<file path="src/rtl/pipe_ctrl_if.sv">
// Pipeline control bundle: hazard/stall requests from the pipeline stages and
// the stall/flush/redirect controls driven back by pipe_ctrl.
interface pipe_ctrl_if #(
    parameter int CNT_W = 6
);
    // Handshake: stallreq_id and stallreq_mem are levels sampled every cycle;
    // ex_start is a one-cycle pulse qualifying ex_cycles; excp_req is held by the
    // requester (with excp_vector stable) until it observes flush high, and is
    // accepted only on an edge outside FLUSH while stallreq_mem is low.
    logic             stallreq_id;
    logic             ex_start;
    logic [CNT_W-1:0] ex_cycles;
    logic             stallreq_mem;
    logic             excp_req;
    logic [31:0]      excp_vector;
    logic [5:0]       stall;
    logic             flush;
    logic [31:0]      new_pc;
    logic             busy;

    modport master (
        input  stallreq_id, ex_start, ex_cycles, stallreq_mem, excp_req, excp_vector,
        output stall, flush, new_pc, busy
    );

    modport slave (
        output stallreq_id, ex_start, ex_cycles, stallreq_mem, excp_req, excp_vector,
        input  stall, flush, new_pc, busy
    );
endinterface

</file>
<file path="src/rtl/pipe_ctrl.sv">
// Pipeline stall/flush controller: arbitrates ID, EX multi-cycle and MEM stalls
// and turns an accepted exception into a one-cycle flush with a redirect PC.
module pipe_ctrl #(
    parameter int          CNT_W  = 6,
    parameter logic [31:0] RST_PC = 32'h0000_0000
) (
    input  logic             clk,
    input  logic             rst,
    pipe_ctrl_if.master      bus,
    output logic [1:0]       dbg_state_o,
    output logic [CNT_W-1:0] dbg_cnt_o
);
    typedef enum logic [1:0] {
        ST_RUN     = 2'd0,
        ST_EX_WAIT = 2'd1,
        ST_FLUSH   = 2'd2
    } state_e;

    state_e           state_q;
    logic [CNT_W-1:0] cnt_q;
    logic             flush_q;
    logic [31:0]      new_pc_q;
    logic             excp_accept;
    logic [5:0]       stall_c;

    // Exceptions wait out a memory stall and are never taken during FLUSH itself.
    assign excp_accept = bus.excp_req && !bus.stallreq_mem && (state_q != ST_FLUSH);

    always_comb begin
        stall_c = 6'b000000;
        if (!rst || state_q == ST_FLUSH) begin
            stall_c = 6'b000000;
        end else if (bus.stallreq_mem) begin
            stall_c = 6'b011111;
        end else if (state_q == ST_EX_WAIT || (state_q == ST_RUN && bus.ex_start)) begin
            stall_c = 6'b001111;
        end else if (bus.stallreq_id) begin
            stall_c = 6'b000111;
        end
    end

    always_ff @(posedge clk or negedge rst) begin
        if (!rst) begin
            state_q  <= ST_RUN;
            cnt_q    <= '0;
            flush_q  <= 1'b0;
            new_pc_q <= RST_PC;
        end else if (excp_accept) begin
            state_q  <= ST_FLUSH;
            cnt_q    <= '0;
            flush_q  <= 1'b1;
            new_pc_q <= bus.excp_vector;
        end else begin
            flush_q <= 1'b0;
            case (state_q)
                ST_RUN: begin
                    // The start cycle is itself the first stall cycle, so N cycles
                    // total leaves N-1 to count down in EX_WAIT.
                    if (bus.ex_start && bus.ex_cycles >= CNT_W'(2)) begin
                        state_q <= ST_EX_WAIT;
                        cnt_q   <= bus.ex_cycles - CNT_W'(1);
                    end
                end
                ST_EX_WAIT: begin
                    if (!bus.stallreq_mem) begin
                        if (cnt_q <= CNT_W'(1)) begin
                            state_q <= ST_RUN;
                            cnt_q   <= '0;
                        end else begin
                            cnt_q <= cnt_q - CNT_W'(1);
                        end
                    end
                end
                ST_FLUSH: begin
                    state_q <= ST_RUN;
                end
                default: begin
                    state_q <= ST_RUN;
                    cnt_q   <= '0;
                end
            endcase
        end
    end

    assign bus.stall   = stall_c;
    assign bus.flush   = flush_q;
    assign bus.new_pc  = new_pc_q;
    assign bus.busy    = (state_q != ST_RUN);
    assign dbg_state_o = state_q;
    assign dbg_cnt_o   = cnt_q;
endmodule

</file>
<file path="src/flat_wrapper.sv">
// flat-port wrapper written by rule: the top's interface ports become plain ports
module pipe_ctrl_flat 
#(
    parameter int          CNT_W  = 6,
    parameter logic [31:0] RST_PC = 32'h0000_0000
)
  (clk, rst, dbg_state_o, dbg_cnt_o, bus_stallreq_id, bus_ex_start, bus_ex_cycles, bus_stallreq_mem, bus_excp_req, bus_excp_vector, bus_stall, bus_flush, bus_new_pc, bus_busy);
  pipe_ctrl_if #(.CNT_W(CNT_W)) bus_i ();
  input  logic clk;
  input  logic rst;
  output logic [1:0] dbg_state_o;
  output logic [CNT_W-1:0] dbg_cnt_o;
  input wire logic [$bits(bus_i.stallreq_id)-1:0] bus_stallreq_id;
  input wire logic [$bits(bus_i.ex_start)-1:0] bus_ex_start;
  input wire logic [$bits(bus_i.ex_cycles)-1:0] bus_ex_cycles;
  input wire logic [$bits(bus_i.stallreq_mem)-1:0] bus_stallreq_mem;
  input wire logic [$bits(bus_i.excp_req)-1:0] bus_excp_req;
  input wire logic [$bits(bus_i.excp_vector)-1:0] bus_excp_vector;
  output wire logic [$bits(bus_i.stall)-1:0] bus_stall;
  output wire logic [$bits(bus_i.flush)-1:0] bus_flush;
  output wire logic [$bits(bus_i.new_pc)-1:0] bus_new_pc;
  output wire logic [$bits(bus_i.busy)-1:0] bus_busy;
  assign bus_i.stallreq_id = bus_stallreq_id;
  assign bus_i.ex_start = bus_ex_start;
  assign bus_i.ex_cycles = bus_ex_cycles;
  assign bus_i.stallreq_mem = bus_stallreq_mem;
  assign bus_i.excp_req = bus_excp_req;
  assign bus_i.excp_vector = bus_excp_vector;
  assign bus_stall = bus_i.stall;
  assign bus_flush = bus_i.flush;
  assign bus_new_pc = bus_i.new_pc;
  assign bus_busy = bus_i.busy;
  pipe_ctrl #(.CNT_W(CNT_W), .RST_PC(RST_PC)) u_core (.clk(clk), .rst(rst), .bus(bus_i), .dbg_state_o(dbg_state_o), .dbg_cnt_o(dbg_cnt_o));
endmodule
</file>
<file path="config.mk">
export PLATFORM = sky130hd
export DESIGN_NAME = pipe_ctrl_flat
export DESIGN_NICKNAME = d
export VERILOG_FILES = /design/src/rtl/pipe_ctrl_if.sv /design/src/rtl/pipe_ctrl.sv /design/src/flat_wrapper.sv
export SDC_FILE = /design/constraint.sdc
export NUM_CORES = 1
export LEC_CHECK = 0
export CAP_MARGIN = 10
export CORE_MARGIN = 2
export CORE_UTILIZATION = 46
export CTS_BUF_LIST = sky130_fd_sc_hd__clkbuf_4 sky130_fd_sc_hd__clkbuf_8
export DETAILED_ROUTE_END_ITERATION = 7
export DONT_BUFFER_PORTS = 1
export PLACE_DENSITY_LB_ADDON = 0.05
export SYNTH_ARGS = -nofsm -noshare
export SYNTH_HDL_FRONTEND = slang
export SYNTH_SLANG_ARGS = --single-unit
</file>
<file path="constraint.sdc">
create_clock -name clk -period 1.8 [get_ports clk]
set_input_delay 0.36 -clock clk [delete_from_list [all_inputs] [get_ports clk]]
set_output_delay 0.36 -clock clk [all_outputs]
set_load 0.01 [all_outputs]
</file>
==> impl_metrics.json <==
{
  "final_cell_mix": "dfrtp_1, mux2_1, buf_4",
  "synth-adder-area-share_pct": 2.49,
  "cts_num_sinks": 41,
  "postLayoutSetupSlackWorst_ns": 0.0402,
  "hold_ws_ns": 0.200,
  "synthToLayoutAreaGrowth_pct": 13.6,
  "layout-drive-gt1-share_pct": 19.2,
  "critPathMaxFanout": 7,
  "maxCapViolCount": 0,
  "dr.pass1.iters": 4,
  "async_flop_share_pct": 100,
  "multi_input_area_um2": 921,
  "period_minus_slack_ns": 1.76,
  "max_freq_mhz": 568,
  "h-tree-depth": 2,
  "cts_buffers": 5,
  "initial_core_util_pct": 46.8,
  "slew_violations": 0,
  "power.leakage_nw": 0.967,
  "hold_path_class": "in2reg",
  "synthFlopType": "dfrtp_1",
  "crit_path_cell_trace": "o31ai_4 > a21oi_2 > a31o_4",
  "worst_setup_path_end_kind": "output pin",
  "clk_pin_slew_ns": 0.08,
  "slowest_stage": "dfrtp_2",
  "pre_cts_ws_ns": 0.112,
  "ys_types": 44,
  "synth.mux.area_fraction_pct": 17.9,
  "ir_drop_mv": 0.445,
  "power_density_nw_per_um2": 1200,
  "start_kind": "flop",
  "grt_pass1_wl_mm": 6.88,
  "track_usage_pct": 17.7,
  "final_nets": 219,
  "final_common_cell": "dfrtp_1",
  "fillers": 375,
  "worst_ep_required_time_ns": 1.44,
  "row_count": 24,
  "grt_overflow": 0,
  "final_area_um2": 2280,
  "seq_area_um2": 1030,
  "ys_seq_area_share_pct": 51.0,
  "crit_type": "reg2out",
  "ant_nets": 0,
  "cts_tree": "done",
  "synthSimpleGateAreaFrac_pct": 9.77,
  "max-clock-path-buffers": 2,
  "synth-compound-area-share_pct": 12.4,
  "synth_top_family_by_area": "multiplexers",
  "syn_inst": 159,
  "setup_violations": 0,
  "ys_ff_latch": 41,
  "die_y_um": 70.1,
  "io_pins": 92,
  "gp_congestion": 0.818,
  "syn-cell-area_um2": 2010,
  "core_um2": 4290,
  "clock_skew_ns": 0.0102,
  "die-area_um2": 4920,
  "routed_wl_mm": 4.06,
  "diodes": 0,
  "die_w_um": 70.1,
  "drc": 0,
  "place_area_um2": 2120,
  "power_mw": 2.74,
  "antenna_found_initial": 0,
  "drtIter0Drc": 53,
  "dp_hpwl_mm": 3.04,
  "numPortBuffers": 0,
  "final_util_pct": 53.2,
  "synth_edf_count": 0,
  "wl_per_cell_um": 18.1,
  "ys.warnings.count": 0,
  "synth_nets": 207,
  "insertion_delay_ns": 0.29,
  "critical_path_buf_inv_count": 0,
  "grt_pass1_vias": 1435,
  "cp_slowest_stage_delay_ns": 0.51,
  "arrival_ns": 1.40,
  "final.period_utilization_pct": 97.8,
  "ctsRootBufferMaster": "clkbuf_8",
  "synth_xor_xnor_area_share_pct": 1.31,
  "viasPerCell": 5.86,
  "vias": 1313,
  "post_cts_buffers": 0,
  "finalHoldViolCount": 0,
  "grt_max_degree": 42,
  "syn_area_per_cell_um2": 12.6,
  "status": "finished clean",
  "crit_family": "compound AO/OA/AOI/OAI gates"
}
==> registers in the layout, indices dropped and copies added (netlist names) <==
register / cells
u_core.bus.new_pc: 32
u_core.dbg_cnt_o: 6
u_core.dbg_state_o: 2
u_core.bus.flush: 1
==> where the power goes <==
group | switching [mW] | total, mW | internal, mW
clock | 0.313 | 0.745 | 0.431
combinational | 0.371 | 0.698 | 0.328
sequential | 0.197 | 1.30 | 1.10
==> cells by family (layout without fill, tap and decap cells) <==
| logic type | Yosys count | after routing |
|---|---|---|
| compound gates | 31 | 31 |
| xor+xnor | 3 | 3 |
| fa+ha+maj | 4 | 4 |
| buf+inv | 14 | 27 |
| flops | 41 | 41 |
| mux | 32 | 32 |
| other cells | 1 | 1 |
| simple gates | 33 | 33 |
==> metal layers <==
metal | global-route usage [%] | share of wire (%) | vias to the layer above
li1 | - | - | 608
met2 | 29.3 | 50 | 59
met1 | 21.6 | 41 | 644
met3 | 7.07 | 8.4 | 2
met5 | 0 | 0 | -
met4 | 4.49 | 0.42 | 0
==> area by class of cell <==
type,count,area share [%]
well taps,52,2.85
repair buffers,13,5.48
flip-flops and latches,41,45.0
multi-input cells,104,40.3
clock inverters,2,1.70
inverters,6,1.32
clock buffers,6,3.34
==> per-stage QoR <==
stage                     std cells  setup TNS [ns]
after floorplan                 159               0
after global placement          214               0
after detailed placement        214               0
after CTS                       224               0
after global routing            224         -0.0364
final                           224               0
==> path summary, 6_finish.rpt <==
check / startpoint / endpoint / slack, ns / cells after the start
max in group asynchronous: rst / u_core.dbg_state_o[0] / 1.04 / 2
setup / recovery: u_core.dbg_state_o[0] / bus_stall[0] / 0.04 / 3
hold reg to reg: u_core.bus.new_pc[3] / u_core.bus.new_pc[3] / 0.56 / 1
hold / removal: bus_excp_vector[28] / u_core.bus.new_pc[28] / 0.20 / 1
setup reg to reg: u_core.dbg_state_o[0] / u_core.dbg_cnt_o[1] / 0.13 / 4
min in group asynchronous: rst / u_core.bus.new_pc[28] / 0.56 / 2
==> synth_stat cells (2+ instances only) <==
cell	count	area share [%]
nor4_1	2	0.62
a22o_1	3	1.3
nor3b_1	2	0.75
a21oi_1	5	1.2
dfrtp_1	41	51
inv_1	5	0.93
o2bb2ai_1	4	1.7
xor2_1	3	1.3
mux2_1	32	18
nor3_1	5	1.2
ha_1	4	2.5
nand2_1	3	0.56
o21ai_0	2	0.50
o22ai_1	6	1.9
nor2_1	8	1.5
buf_4	6	2.2
==> repair_timing <==
action                     CTS  global route
hold endpoints to repair    41             0
resized for setup            1             5
pin swaps                    0             1
hold buffers                 2             0
setup endpoints to repair    3             3
Power figures use the tool's default switching activity.
